[src/rtl/polymul_sequencer.sv]
// polymul_sequencer: four-pass scheduler (NTT A, NTT B, element-wise, inverse NTT)
// driving the polynomial_multiplication core reset, mode and BRAM bank muxes.
module polymul_sequencer #(
  parameter int LAUNCH_CYC = 2,
  parameter int TIMEOUT    = 1300,
  parameter int TO_W       = 11,
  parameter int PERF_W     = 20
) (
  input  logic              clk,
  input  logic              rst,
  input  logic              start,
  input  logic              ntt_b_en,
  input  logic              abort,
  input  logic              core_done,
  output logic              core_rst,
  output logic [1:0]        core_mode,
  output logic [1:0]        rd_bank_a,
  output logic [1:0]        rd_bank_b,
  output logic [1:0]        wr_bank,
  output logic [1:0]        step,
  output logic              busy,
  output logic              done,
  output logic              err,
  output logic [PERF_W-1:0] perf_cycles
);

  localparam int LC_W = (LAUNCH_CYC > 1) ? $clog2(LAUNCH_CYC) : 1;
  localparam logic [LC_W-1:0] LC_LAST = LC_W'(LAUNCH_CYC - 1);
  localparam logic [TO_W-1:0] TO_LAST = TO_W'(TIMEOUT - 1);

  localparam logic [1:0] MODE_NTT = 2'b00;
  localparam logic [1:0] MODE_INV = 2'b01;
  localparam logic [1:0] MODE_EW  = 2'b10;

  typedef enum logic [1:0] {
    S_IDLE,
    S_LAUNCH,
    S_RUN,
    S_ERROR
  } state_t;

  state_t            r_state, w_state;
  logic [LC_W-1:0]   r_lcnt, w_lcnt;
  logic [TO_W-1:0]   r_wd, w_wd;
  logic [1:0]        r_step, w_step;
  logic [1:0]        w_step_nx;
  logic              r_ben, w_ben;
  logic [7:0]        r_cfg, w_cfg;
  logic              r_crst, w_crst;
  logic              r_busy, w_busy;
  logic              r_done, w_done;
  logic              r_err, w_err;
  logic [PERF_W-1:0] r_cnt, w_cnt;
  logic [PERF_W-1:0] w_cnt_inc;
  logic [PERF_W-1:0] r_perf, w_perf;
  logic              w_last;

  // {mode, rd_bank_a, rd_bank_b, wr_bank} for each pass
  function automatic logic [7:0] step_cfg(input logic [1:0] s);
    logic [7:0] c;
    c = '0;
    unique case (s)
      2'd0: c = {MODE_NTT, 2'd0, 2'd0, 2'd0};
      2'd1: c = {MODE_NTT, 2'd1, 2'd1, 2'd1};
      2'd2: c = {MODE_EW,  2'd0, 2'd1, 2'd2};
      2'd3: c = {MODE_INV, 2'd2, 2'd2, 2'd2};
    endcase
    return c;
  endfunction

  assign w_step_nx = (r_step == 2'd0 && !r_ben) ? 2'd2 : r_step + 2'd1;
  assign w_last    = (r_step == 2'd3);
  assign w_cnt_inc = (&r_cnt) ? r_cnt : r_cnt + PERF_W'(1);

  always_comb begin
    w_state = r_state;
    w_lcnt  = r_lcnt;
    w_wd    = r_wd;
    w_step  = r_step;
    w_ben   = r_ben;
    w_cfg   = r_cfg;
    w_crst  = r_crst;
    w_busy  = r_busy;
    w_done  = 1'b0;
    w_err   = r_err;
    w_cnt   = r_busy ? w_cnt_inc : r_cnt;
    w_perf  = r_perf;
    unique case (r_state)
      S_IDLE: begin
        w_crst = 1'b1;
        if (start) begin
          w_state = S_LAUNCH;
          w_ben   = ntt_b_en;
          w_err   = 1'b0;
          w_step  = 2'd0;
          w_cfg   = step_cfg(2'd0);
          w_lcnt  = '0;
          w_cnt   = '0;
          w_busy  = 1'b1;
        end
      end
      S_LAUNCH: begin
        w_crst = 1'b1;
        if (abort) begin
          w_state = S_IDLE;
          w_busy  = 1'b0;
        end else if (r_lcnt == LC_LAST) begin
          w_state = S_RUN;
          w_crst  = 1'b0;
          w_wd    = '0;
        end else begin
          w_lcnt = r_lcnt + LC_W'(1);
        end
      end
      S_RUN: begin
        if (abort) begin
          w_state = S_IDLE;
          w_crst  = 1'b1;
          w_busy  = 1'b0;
        end else if (core_done) begin
          // reassert reset at once so the core does not wrap and restart
          w_crst = 1'b1;
          if (w_last) begin
            w_state = S_IDLE;
            w_busy  = 1'b0;
            w_done  = 1'b1;
            w_perf  = w_cnt_inc;
          end else begin
            w_state = S_LAUNCH;
            w_step  = w_step_nx;
            w_cfg   = step_cfg(w_step_nx);
            w_lcnt  = '0;
          end
        end else if (r_wd == TO_LAST) begin
          w_state = S_ERROR;
          w_crst  = 1'b1;
          w_busy  = 1'b0;
          w_err   = 1'b1;
        end else begin
          w_wd = r_wd + TO_W'(1);
        end
      end
      S_ERROR: begin
        w_state = S_IDLE;
        w_crst  = 1'b1;
      end
      default: begin
        w_state = S_IDLE;
        w_crst  = 1'b1;
        w_busy  = 1'b0;
      end
    endcase
  end

  always_ff @(posedge clk or posedge rst) begin
    if (rst) begin
      r_state <= S_IDLE;
      r_lcnt  <= '0;
      r_wd    <= '0;
      r_step  <= 2'd0;
      r_ben   <= 1'b0;
      r_cfg   <= '0;
      r_crst  <= 1'b1;
      r_busy  <= 1'b0;
      r_done  <= 1'b0;
      r_err   <= 1'b0;
      r_cnt   <= '0;
      r_perf  <= '0;
    end else begin
      r_state <= w_state;
      r_lcnt  <= w_lcnt;
      r_wd    <= w_wd;
      r_step  <= w_step;
      r_ben   <= w_ben;
      r_cfg   <= w_cfg;
      r_crst  <= w_crst;
      r_busy  <= w_busy;
      r_done  <= w_done;
      r_err   <= w_err;
      r_cnt   <= w_cnt;
      r_perf  <= w_perf;
    end
  end

  assign core_rst    = r_crst;
  assign core_mode   = r_cfg[7:6];
  assign rd_bank_a   = r_cfg[5:4];
  assign rd_bank_b   = r_cfg[3:2];
  assign wr_bank     = r_cfg[1:0];
  assign step        = r_step;
  assign busy        = r_busy;
  assign done        = r_done;
  assign err         = r_err;
  assign perf_cycles = r_perf;

endmodule

[config.mk]
export PLATFORM = sky130hd
export DESIGN_NAME = polymul_sequencer
export DESIGN_NICKNAME = d
export VERILOG_FILES = /design/src/rtl/polymul_sequencer.sv
export SDC_FILE = /design/constraint.sdc
export NUM_CORES = 1
export LEC_CHECK = 0
export BUFFER_PORTS_ARGS = -buffer_cell sky130_fd_sc_hd__buf_4
export CAP_MARGIN = 20
export CORE_ASPECT_RATIO = 0.8
export CORE_MARGIN = 10
export CORE_UTILIZATION = 34
export CTS_BUF_LIST = sky130_fd_sc_hd__clkbuf_4 sky130_fd_sc_hd__clkbuf_8 sky130_fd_sc_hd__clkbuf_16
export DETAILED_ROUTE_END_ITERATION = 16
export PLACE_DENSITY = 0.63
export SYNTH_ARGS = -nofsm -noshare
export SYNTH_HDL_FRONTEND = slang
export SYNTH_SLANG_ARGS = --single-unit
[constraint.sdc]
create_clock -name clk -period 3.7 [get_ports clk]
set_clock_uncertainty 0.1 [all_clocks]
set_input_delay 0 -clock clk [delete_from_list [all_inputs] [get_ports clk]]
set_output_delay 0 -clock clk [all_outputs]
set_load 0.01 [all_outputs]
==> metrics.log <==
INFO  metric crit_slowest_cell = or2_1
INFO  metric route.detailed.wl_per_inst = between 10 and 15 um
INFO  metric initial_core_util = 0.347
INFO  metric mostFrequentLayoutCell = dfrtp_1
INFO  metric synth-edff-count = 0
INFO  metric cap_viol_max_count = 0
INFO  metric nets = roughly 450
INFO  metric post_drt_via_cell_ratio = around 5
INFO  metric antenna_found_initial = 0
INFO  metric syn_area = ~0.0037 mm^2
INFO  metric die_h = 114 um
INFO  metric crit_path_max_incr_delay = 650 ps
INFO  metric ys.flop_type = dfrtp_1
INFO  metric filler_cell_count = between 1,000 and 1,500
INFO  metric timing.critical_path.fanout_max = 23
INFO  metric timing_worst_setup_path_type = flip-flop to flip-flop
INFO  metric post_cts_resize_count = 0
INFO  metric timing.hold.worst.class = input port to flip-flop
INFO  metric power_frac_clock = 0.375
INFO  metric vias = 2,907
INFO  metric detailedRoute.firstPassIterationCount = 5
INFO  metric critical_path_required = ~3800 ps
INFO  metric cts.sinks = 66
INFO  metric core-area = ~0.011 mm^2
INFO  metric finalHoldViolations = 0
INFO  metric dp_hpwl = 6.02 mm
INFO  metric synth_cells = between 300 and 400
INFO  metric io_buffers = 39
INFO  metric ioPinCount = 40
INFO  metric insertion_delay = 320 ps
INFO  metric synthToLayoutAreaGrowth = 19.6%
INFO  metric post-route-period-util = 0.689
INFO  metric cts_setup_buffers = 0
INFO  metric timing.critical_path.from_type = flip-flop
INFO  metric synth_top_area_share = 0.434
INFO  metric count_of_hold_fix_buffers_inserted_at_cts = 5
INFO  metric yosys_cell_types = 60
INFO  metric p_sw_frac = 0.321
INFO  metric intPower = between 1.5 and 2 mW
INFO  metric maxUsedRoutingLayer = met4
INFO  metric cts_made_buffers = 9
INFO  metric number_of_global_route_vias_before_repair = between 2,000 and 3,000
INFO  metric met3WireLength = 430 um
INFO  metric antennaDiodeCount = 0
INFO  metric cts_tree = done
INFO  metric synth_top_cell_by_area = dfrtp_1
INFO  metric clock-root-buffer = clkbuf_16
INFO  metric drc = 0
INFO  metric rsz0062_at_grt = no
INFO  metric report.final.slew_viol_count = 0
INFO  metric netlist_top_cells_area = dfrtp_1 (43%), xor2_1 (5.8%), nand2_1 (4.9%)
INFO  metric endpoint_kind = flip-flop
INFO  metric h-tree-depth = 3
INFO  metric initialDrtViolationCount = approximately 290
INFO  metric drive_gt1_frac = 0.188
INFO  metric mostFrequentLayoutCells = dfrtp_1 (65), nand2_1 (49), buf_4 (42)
INFO  metric max_clock_freq = roughly 390 MHz
INFO  metric vdd_drop_max = roughly 0.21 mV
INFO  metric timing.max_slew.rel_slack = 0.271
INFO  metric mappedNetlistNets = 410
INFO  metric met2_length = 3.84 mm
INFO  metric fp.dieW = 137 um
INFO  metric synthesis.area_per_instance = 9.58 um^2
INFO  metric num_rows = 34
INFO  metric die_area = 0.0156 mm^2
INFO  metric grt-ovfl-total = 0
INFO  metric yosys_register_bits = 66
INFO  metric outcome = completed
INFO  metric grt_start_max_net_pins = between 40 and 50
INFO  metric setup_tns = 0 ps
INFO  metric finalWorstPathRequiredPeriod = between 2000 and 3000 ps
INFO  metric critical_path.cell_chain = ha_1, nand3_1, or2_1, nor4_4, a31oi_1, a41o_1
INFO  metric seq_area_frac_synth = 0.441
INFO  metric worst-endpoint-arrival = 2660 ps
INFO  metric place_congestion = around 0.82
INFO  metric yosys_warnings = 0
INFO  metric p_seq_frac = 0.361
INFO  metric power.share.combinational = 0.264
INFO  metric route.final.wire_length = ~8.4 mm
INFO  metric power_density = 549 mW/mm^2
INFO  metric grt_pass1_wl = 14.6 mm
INFO  metric utilization = 0.415
INFO  metric route.antenna.remaining_nets = 0
INFO  metric met1_length = ~4 mm
INFO  metric clkSlewWorstSetupHoldPaths = 60 ps
INFO  metric overall_track_demand_over_capacity_in_global_routing = 0.112
INFO  metric p_leak = just over 2 nW
INFO  metric ys_async_rst_share = 1.00
INFO  metric report.final.setup_viol = 0
INFO  metric power.net_switching = slightly below 0.8 mW
INFO  metric cts_max_path_buffers = 2
INFO  metric transition_time_of_the_tightest_slew_check_pin = 1090 ps
kinds of logic after synthesis:
kind of cell	count (synthesis)	share of synthesized area
AOI/OAI and AO/OA	78	0.155
xor gates and xnor gates	30	0.0702
adders and majority gates	13	0.0434
buffers and inverters	38	0.0511
DFF	66	0.441
muxes	7	0.0187
and+or+nand+nor	159	0.221
per-stage QoR:
step | cell area, um^2 | hold WS (ps) | power (mW) | instances | setup WS (ps)
2_1_floorplan | 3740 | 5.44 | 1.34 | 391 | 1660
3_3_place_gp | 4110 | 109 | 1.54 | 554 | 1290
3_5_place_dp | 4110 | 112 | 1.55 | 554 | 1170
4_1_cts | 4480 | 51.8 | 2.48 | 575 | 1160
5_1_grt | 4480 | 76.0 | 2.63 | 575 | 993
6_report | 4480 | 48.9 | 2.46 | 575 | 1150
power by group through the flow:
stage / sequential [mW] / clock, mW / combinational, mW
after global routing: 0.902 / 0.969 / 0.757
after floorplan: 0.897 / 0 / 0.440
after detailed placement: 0.899 / 0 / 0.654
after CTS: 0.888 / 0.935 / 0.659
after global placement: 0.894 / 0 / 0.641
final: 0.888 / 0.922 / 0.648
cell type report:
| type | count | area, um^2 | share of cell area |
|---|---|---|---|
| multi-input cells | 287 | 1900 | 0.424 |
| inverters | 15 | 56.3 | 0.0126 |
| flip-flops and latches | 66 | 1650 | 0.369 |
| well taps | 144 | 180 | 0.0402 |
| repair buffers | 47 | 365 | 0.0816 |
| clock inverters | 5 | 77.6 | 0.0173 |
| clock buffers | 11 | 246 | 0.0550 |
critical path, delay by kind of cell (launching register included):
family	cells	cell delay, ps
adders and majority gates	1	290
DFF	1	440
and+or+nand+nor	3	1260
AOI/OAI and AO/OA	2	340
cell usage after synthesis (5+ instances only):
master     n
xnor2_1    5
dfrtp_1   65
nand3_1   18
nor2b_1    7
o21ai_1   28
buf_2      5
xor2_1    25
mux2i_1    7
nor2_1    35
nand2_1   49
o211ai_1   8
a31oi_1    6
inv_1     14
a21oi_1    6
o211ai_2   6
ha_1      13
and3_1    11
nand4_1    7
clkbuf_1   8
metal layers:
layer	vias to the layer above	GRT usage
met2	52	0.176
li1	1435	-
met4	0	0.0316
met5	-	0
met1	1413	0.155
met3	7	0.0207
registers in the layout, summed over array words and instances (netlist names):
register,cells
busy,1
core_rst,1
done,1
err,1
perf_cycles,20
r_ben,1
r_cfg,5
r_cnt,20
r_lcnt,1
r_state,2
r_wd,11
step,2
path summary, 6_finish.rpt:
path / startpoint / end / slack, ps / cells past startpoint
setup / recovery: r_cnt[0]$_DFF_PP0_ / r_cnt[14]$_DFF_PP0_ / 1150 / 6
hold / removal: start / r_cnt[5]$_DFF_PP0_ / 50 / 3
setup reg to reg: r_cnt[0]$_DFF_PP0_ / r_cnt[14]$_DFF_PP0_ / 1150 / 6
hold reg to reg: r_cfg[1]$_DFFE_PP0P_ / r_cfg[1]$_DFFE_PP0P_ / 370 / 2
max in group asynchronous: rst / r_cnt[14]$_DFF_PP0_ / 2310 / 4
min in group asynchronous: rst / r_cfg[6]$_DFFE_PP0P_ / 330 / 3
Power figures use the tool's default switching activity.
